### config.mk
export PLATFORM = sky130hd
export DESIGN_NAME = mem_rd_scheduler
export DESIGN_NICKNAME = d
export VERILOG_FILES = /design/src/rtl/mem_rd_scheduler.sv
export SDC_FILE = /design/constraint.sdc
export NUM_CORES = 2
export LEC_CHECK = 0
export BUFFER_PORTS_ARGS = -buffer_cell sky130_fd_sc_hd__buf_2
export CORE_AREA = 2 2 544 546
export DETAILED_ROUTE_END_ITERATION = 7
export DIE_AREA = 0 0 546 548
export PLACE_DENSITY_LB_ADDON = 0.15
export SYNTH_ARGS = -nofsm -noshare
export SYNTH_HDL_FRONTEND = slang
export SYNTH_SLANG_ARGS = --single-unit
### constraint.sdc
create_clock -name clk -period 5.05 [get_ports clk]
set_input_delay 0.2525 -clock clk [delete_from_list [all_inputs] [get_ports clk]]
set_output_delay 0.2525 -clock clk [all_outputs]
set_load 0.05 [all_outputs]
### src/rtl/mem_rd_scheduler.sv
`default_nettype none
// ============================================================================
// Module   : mem_rd_scheduler
// Purpose  : Round-robin multi-channel burst read scheduler with tagged,
//            out-of-order response routing. Optional tag checking is enabled
//            with MEM_RD_TAG_CHECK_EN.
// Revision : 1.0 - initial release
// ============================================================================
module mem_rd_scheduler #(
    parameter  int NUM_CH    = 4,
    parameter  int ADDR_W    = 64,
    parameter  int LINE_W    = 512,
    parameter  int MAX_LINES = 16,
    localparam int CH_W      = $clog2(NUM_CH),
    localparam int IDX_W     = $clog2(MAX_LINES),
    localparam int LCNT_W    = IDX_W + 1,
    localparam int TAG_W     = CH_W + IDX_W
) (
    input  logic                     clk,
    input  logic                     rst,
    input  logic [NUM_CH-1:0]        req_valid,
    output logic [NUM_CH-1:0]        req_ready,
    input  logic [NUM_CH*ADDR_W-1:0] req_addr,
    input  logic [NUM_CH*LCNT_W-1:0] req_lines,
    output logic                     rd_valid,
    output logic [ADDR_W-1:0]        rd_addr,
    output logic [TAG_W-1:0]         rd_tag,
    input  logic                     rd_almost_full,
    input  logic                     rx_valid,
    input  logic [TAG_W-1:0]         rx_tag,
    input  logic [LINE_W-1:0]        rx_data,
    output logic                     out_valid,
    output logic [CH_W-1:0]          out_ch,
    output logic [IDX_W-1:0]         out_idx,
    output logic [LINE_W-1:0]        out_data,
    output logic                     out_last,
    output logic [NUM_CH-1:0]        done,
    output logic                     err
);

    typedef enum logic [0:0] {
        S_IDLE  = 1'b0,
        S_ISSUE = 1'b1
    } state_t;

    state_t              r_state;
    state_t              w_state_nxt;

    logic [CH_W-1:0]     r_rr_ptr;
    logic [CH_W-1:0]     r_ch;
    logic [ADDR_W-1:0]   r_base;
    logic [LCNT_W-1:0]   r_lines;
    logic [LCNT_W-1:0]   r_idx;
    logic [LCNT_W-1:0]   r_rem [NUM_CH];
    logic [NUM_CH-1:0]   w_busy;

    logic [CH_W-1:0]     w_cand;
    logic [CH_W-1:0]     w_gnt_ch;
    logic                w_gnt_found;
    logic                w_accept;
    logic [LCNT_W-1:0]   w_req_lines;
    logic [LCNT_W-1:0]   w_lines_sel;
    logic                w_issue;
    logic                w_issue_last;

    logic [CH_W-1:0]     w_rx_ch;
    logic [IDX_W-1:0]    w_rx_idx;
    logic                w_rx_ch_ok;
    logic [LCNT_W-1:0]   w_rx_rem;
    logic                w_rx_final;
    logic                w_hit;

    function automatic logic [CH_W-1:0] wrap_add(input logic [CH_W-1:0] base, input int off);
        int s;
        s = int'(base) + off;
        if (s >= NUM_CH) s = s - NUM_CH;
        return CH_W'(s);
    endfunction

    // A channel stays busy until every line of its request has been returned.
    for (genvar g = 0; g < NUM_CH; g++) begin : g_busy
        assign w_busy[g] = (r_rem[g] != '0);
    end

    always_comb begin
        w_cand      = '0;
        w_gnt_ch    = '0;
        w_gnt_found = 1'b0;
        for (int i = 0; i < NUM_CH; i++) begin
            w_cand = wrap_add(r_rr_ptr, i);
            if (!w_gnt_found && req_valid[w_cand] && !w_busy[w_cand]) begin
                w_gnt_found = 1'b1;
                w_gnt_ch    = w_cand;
            end
        end
    end

    assign w_accept     = (r_state == S_IDLE) && w_gnt_found && !rst;
    assign req_ready    = w_accept ? (NUM_CH'(1) << w_gnt_ch) : '0;
    assign w_req_lines  = req_lines[w_gnt_ch*LCNT_W +: LCNT_W];
    assign w_lines_sel  = (w_req_lines == '0) ? LCNT_W'(1) : w_req_lines;
    assign w_issue      = (r_state == S_ISSUE) && !rd_almost_full;
    assign w_issue_last = w_issue && (r_idx == (r_lines - LCNT_W'(1)));

    always_ff @(posedge clk) begin
        if (rst) r_state <= S_IDLE;
        else     r_state <= w_state_nxt;
    end

    always_comb begin
        w_state_nxt = r_state;
        case (r_state)
            S_IDLE:  if (w_accept)     w_state_nxt = S_ISSUE;
            S_ISSUE: if (w_issue_last) w_state_nxt = S_IDLE;
            default: w_state_nxt = S_IDLE;
        endcase
    end

    always_ff @(posedge clk) begin
        if (rst) begin
            rd_valid <= 1'b0;
            rd_addr  <= '0;
            rd_tag   <= '0;
            r_rr_ptr <= '0;
            r_ch     <= '0;
            r_base   <= '0;
            r_lines  <= '0;
            r_idx    <= '0;
        end else begin
            rd_valid <= w_issue;
            if (w_accept) begin
                r_ch     <= w_gnt_ch;
                r_base   <= req_addr[w_gnt_ch*ADDR_W +: ADDR_W];
                r_lines  <= w_lines_sel;
                r_idx    <= '0;
                r_rr_ptr <= wrap_add(w_gnt_ch, 1);
            end
            if (w_issue) begin
                rd_addr <= r_base + ADDR_W'(r_idx) * ADDR_W'(LINE_W / 8);
                rd_tag  <= {r_ch, r_idx[IDX_W-1:0]};
                r_idx   <= r_idx + LCNT_W'(1);
            end
        end
    end

    assign w_rx_ch    = rx_tag[TAG_W-1 -: CH_W];
    assign w_rx_idx   = rx_tag[IDX_W-1:0];
    assign w_rx_ch_ok = ({1'b0, w_rx_ch} < (CH_W + 1)'(NUM_CH));
    assign w_rx_rem   = w_rx_ch_ok ? r_rem[w_rx_ch] : '0;
    assign w_rx_final = (w_rx_rem == LCNT_W'(1));

`ifdef MEM_RD_TAG_CHECK_EN
    logic [LCNT_W-1:0] r_lcnt [NUM_CH];
    logic [LCNT_W-1:0] w_rx_lcnt;
    logic              r_err;

    assign w_rx_lcnt = w_rx_ch_ok ? r_lcnt[w_rx_ch] : '0;
    assign w_hit     = rx_valid && (w_rx_rem != '0) && ({1'b0, w_rx_idx} < w_rx_lcnt);
    assign err       = r_err;

    for (genvar g = 0; g < NUM_CH; g++) begin : g_lcnt
        always_ff @(posedge clk) begin
            if (rst)                                        r_lcnt[g] <= '0;
            else if (w_accept && (w_gnt_ch == CH_W'(g)))    r_lcnt[g] <= w_lines_sel;
        end
    end

    // Anything on rx that is not forwarded is a tag error.
    always_ff @(posedge clk) begin
        if (rst)                    r_err <= 1'b0;
        else if (rx_valid && !w_hit) r_err <= 1'b1;
    end
`else
    assign w_hit = rx_valid && (w_rx_rem != '0);
    assign err   = 1'b0;
`endif

    for (genvar g = 0; g < NUM_CH; g++) begin : g_rem
        always_ff @(posedge clk) begin
            if (rst)                                     r_rem[g] <= '0;
            else if (w_accept && (w_gnt_ch == CH_W'(g))) r_rem[g] <= w_lines_sel;
            else if (w_hit && (w_rx_ch == CH_W'(g)))     r_rem[g] <= r_rem[g] - LCNT_W'(1);
        end
    end

    always_ff @(posedge clk) begin
        if (rst) begin
            out_valid <= 1'b0;
            out_last  <= 1'b0;
            done      <= '0;
            out_ch    <= '0;
            out_idx   <= '0;
            out_data  <= '0;
        end else begin
            out_valid <= w_hit;
            out_last  <= w_hit && w_rx_final;
            done      <= (w_hit && w_rx_final) ? (NUM_CH'(1) << w_rx_ch) : '0;
            if (w_hit) begin
                out_ch   <= w_rx_ch;
                out_idx  <= w_rx_idx;
                out_data <= rx_data;
            end
        end
    end

endmodule
`default_nettype wire
# After elaboration in Yosys (flattened, before gate mapping)

Memory sizes are Yosys's and may differ from the RTL's.
Index checks and enable logic that the tools add are counted.

Add/subtract/negate cells: 16
$mul: 1
Magnitude comparators: 9
Equal/unequal tests: 8
Shift-type cells: 4
Mux-type cells: 74
Bitwise logic cells: 10
Reductions and logical operators: 40

Operators with widths:

| cell                                                     | number |
|---|---|
| indexed part select 256 x 9 -> 64 bit                    | 1 |
| adder 64 x 11 -> 64 bit                                  | 1 |
| two-way mux 5 bit                                        | 11 |
| two-way mux 1 bit                                        | 44 |
| nonzero test 5 bit                                       | 5 |
| subtractor 5 x 1 -> 5 bit, second input constant         | 5 |
| logical AND 1 bit                                        | 21 |
| indexed part select 20 x 6 -> 5 bit                      | 1 |
| two-way mux 2 bit                                        | 9 |
| binary-select mux 1 bit (select 2 bit)                   | 8 |
| greater-or-equal comparator 3 bit, second input constant | 4 |
| < comparator 2 x 3 -> 1 bit, second input constant       | 4 |
| subtractor 2 x 1 -> 2 bit, second input constant         | 5 |
| logical NOT 1 bit                                        | 9 |
| equality test 2 bit, second input constant               | 4 |
| OR 1 bit                                                 | 8 |
| << shifter 1 x 2 -> 4 bit, first input constant          | 2 |
| adder 2 x 1 -> 3 bit, second input constant              | 2 |
| adder 2 x 2 -> 3 bit, second input constant              | 2 |
| adder 5 x 1 -> 5 bit, second input constant              | 1 |
| equality test 5 x 1 -> 1 bit, second input constant      | 1 |
| equality test 5 bit                                      | 1 |
| logical NOT 5 bit                                        | 1 |
| multiplier 2 x 3 -> 5 bit, second input constant         | 1 |
| other kinds (8)                                          | 11 |

Register bits: 674
Memory bits (writable): 20
Logic and storage cells: 178
Memories: 1

Memory list:

| memory | depth | bits a word | read ports | clocked after Yosys merged registers in | wr ports | RTL line | text |
|---|---|---|---|---|---|---|---|
| r_rem  | 4     | 5           | 5          | 0                                       | 4        | 54       | `logic [LCNT_W-1:0] r_rem [NUM_CH];` |

# Longest topological paths before layout

Word-level depth: 27
Depth in mapped cells: 15

# Least setup slack after synthesis

Ideal clock, no wire load.

Path kind: register to register
From: memory r_rem[2][2] (netlist name)
To: memory r_rem[2][0] (netlist name) (data pin)
Setup time: 0.284 ns
Arrival: 2.936 ns
Data required time: 4.766 ns
Path slack: 1.830 ns
Stages on the path, launching flop included: 12
Buffers on the path: 3
Clock period less this slack: 3.220 ns
Path through: edfxtp_1 -> or3_4 -> or2_0 -> o311a_1 -> buf_6 -> nand2_2 -> clkbuf_1 -> buf_2 -> ha_1 -> nand2_1 -> inv_1 -> a31oi_1

RTL lines:

| element            | RTL line |
|---|---|
| start: declaration | 54 |

==> metrics <==
Post-Place Worst Slack=1250 ps; Net Sw Frac=34.6%; sequential area share after synthesis=50.5%; drt first pass iters=5; H-tree level count=3; Clock Skews=71.3 ps; vias post-DR=34326; Multi-input gate area=12600 um2; GRT overflow=0; Synth area leader=dfxtp_1; CTS buffer count=104; worst setup margin=493 ps; Unique masters post-synth=63; critical hold path startpoint=req_addr[70]; chip width=546 um; Rows=199; Clk pwr share=42.4%; crit-path leading delay family=buffers and inverters; slew of the pin with the lowest slew margin=1040 ps; WL/cell=23.2 um; fin crit period=4560 ps; CP Class=reg2reg; initial antenna violation count=102; vias in the first global route=34588; setup tns final=0 ps; CP endpoint kind=flip-flop; Port Buffer Count=1400; Mapped Area=27900 um2; crit share post-route=90.2%; Net Sw Power=6.24 mW; most frequent cells in the layout=buf_2 (1399), nand2_1 (1383), dlygate4sd3_1 (710); CP cell instances=inv_1 -> ha_1 -> and2_1 -> nand3_1 -> a21boi_0 -> nand2_4 -> clkinv_2 -> buf_4 -> nand3_1 -> dlygate4sd3_1 -> a31o_2 -> dlygate4sd3_1; syn_nets=4476; Yosys reg bits=694; async set-reset flop share out of synthesis=0%; synth warn=0; fraction of final layout cells sized beyond drive strength 1=29.4%; drt drc=0; Post-synth EDFFs=20; status=finished, final reports clean; die height=548 um; DP Wirelength=178000 um; Hold/Removal Path Class=in2reg; Power Internal=11.8 mW; Max-Slew Margin vs Limit=30.6%; clk buf depth=4; Crit Path Max Fanout=64; Buf/Inv on CP=5; most common cell after layout, fill and taps aside=buf_2; number of routed nets with antenna violations=0; Worst setup SP type=flip-flop; Syn Area/Cell=7.64 um2; top cells by area, synth=dfxtp_1 (48%), nand2_1 (19%), a21oi_1 (10%); post-CTS sizing=0; worst-case vdd ir drop=0.281 mV; Post-synth top flop=dfxtp_1; Setup crit start=r_rem[0][0]$_DFFE_PP_; GP Congestion=0.954; Iter 0 DRT Violations=2010; # clock sinks=694; area grow syn2layout=79.3%; CTS tree=done; Seq pwr share=34.3%; FMAX=0.219 GHz; initial core utilization=9.53%; clock root buffer=clkbuf_16; num ports=1402; combinational power share=23.3%; unrepaired setup endpoints after global routing=false; final hold violation count=0; CP arrival=5210 ps; first-pass GRT wire length=299000 um; via/cell ratio=3.55; clock transition at the registers of the reported paths=70 ps; GR Util All Layers=14.3%; P_leak=21.6 nW; Yosys top cell area share=48.3%; post-CTS setup buffers=0; Final nets=6468; FF+latch area=14100 um2; Final setup violation count=0; die footprint=299000 um2; filler cell count=33782; CP max stage delay=700 ps; routed wire length=224000 um; Final Slew Violations=0; Required @ worst endpoint=5710 ps; Syn Inst Count=3654; Power per Cell Area=360 nW/um2; largest net degree at the start of global routing=177; FF-to-FF Start=r_rem[0][0]$_DFFE_PP_; Worst path slowest cell=buf_4; Max-Cap Viols=0; Core Box Area=293000 um2; worst skew pair latency=830 ps
[metal layers]
layer  GRT usage [%]  wire [um]  vias to the layer above
met5               0        325                        -
met1            19.0     103000                    16466
li1                -          -                    16252
met4            2.78       4380                       52
met3            4.43      16800                      265
met2            22.7      99400                     1291
[registers in the layout, summed over array words and instances, names as in the netlist]
signal	flops
out_data	512
r_rr_ptr	2
r_base	64
r_rem	20
out_last	1
r_ch	2
r_idx	5
rd_addr	64
rd_tag	6
rd_valid	1
out_ch	2
r_state	1
done	4
r_lines	5
out_valid	1
out_idx	4
[logic make-up (layout without fill, tap and decap cells)]
| family | Yosys count | count (layout) | share of synthesized area (%) |
|---|---|---|---|
| xor+xnor | 54 | 54 | 1.69 |
| simple gates | 1788 | 1788 | 26.3 |
| fa+ha+maj | 20 | 20 | 0.923 |
| mux | 4 | 4 | 0.193 |
| buf+inv | 318 | 2388 | 4.65 |
| flops | 694 | 694 | 50.5 |
| compound gates | 775 | 775 | 15.7 |
| other cells | 1 | 35 | 0.0134 |
[Yosys cell counts (all sizes together) (3+ instances only)]
cell type,count
xor2,15
a31oi,6
dfxtp,674
edfxtp,20
nand2,1385
o21ai,55
nor3,42
a31o,66
or3,13
or2,3
a32o,3
or4,7
clkbuf,196
o21a,3
nor4,20
and3,63
inv,38
a311oi,11
a311o,3
ha,19
o22ai,6
a21oi,566
o211ai,3
nand3,165
and2,3
xnor2,39
nor2,61
o31ai,13
buf,84
a32oi,6
nand3b,3
nand4,8
nor2b,3
a211oi,25
and4,5
[power by group through the flow]
stage,Clock (mW),Combinational [mW],Sequential [mW]
6_report,7.63,4.20,6.18
5_1_grt,8.13,4.48,6.23
4_1_cts,7.99,4.28,6.18
3_5_place_dp,0,3.72,6.30
3_3_place_gp,0,3.73,6.29
2_1_floorplan,0,1.06,7.32
[metrics by stage]
step / std cells / area, um2 / hold WS (ps) / util (%) / total power [mW]
detailed placement: 8749 / 39400 / 441 / 13.5 / 10.0
global placement: 8749 / 39400 / 434 / 13.5 / 10.0
global route: 9649 / 50000 / 70.0 / 17.1 / 18.8
floorplan: 3654 / 27900 / 389 / - / 8.37
finish: 9677 / 50100 / 130 / 17.1 / 18.0
CTS: 9643 / 50000 / 33.0 / 17.1 / 18.5
[worst register-to-register path: cells and delay by family, from the launching register on]
family                   cells  cell delay [ps]
buffers and inverters        5             2180
flip-flops                   1              410
AO/OA/AOI/OAI                2              890
adder cells (fa/ha/maj)      1              220
AND/OR/NAND/NOR              4              730
[path summary, 6_finish.rpt]
| path | to | cells after the start | slack [ps] |
|---|---|---|---|
| max | r_base[15]$_SDFFE_PP0N_ | 12 | 490 |
| min | r_base[6]$_SDFFE_PP0N_ | 4 | 130 |
| max reg2reg | r_base[15]$_SDFFE_PP0N_ | 12 | 490 |
| min reg2reg | out_data[295]$_SDFFE_PP0P_ | 2 | 450 |
[what timing repair did]
item                                    CTS  global route
hold endpoints to repair                593             0
endpoints found under the setup margin    0             0
hold buffers                            710             0
[layout make-up]
type                    count  area share (%)
diodes                     34           0.170
repair buffers           2166            29.6
multi-input cells        2642            25.1
inverters                  38           0.292
well taps                3919            9.79
clock buffers             155            6.18
flip-flops and latches    694            28.1
clock inverters            29           0.725
Note: power is estimated with default switching activity, not from simulation.
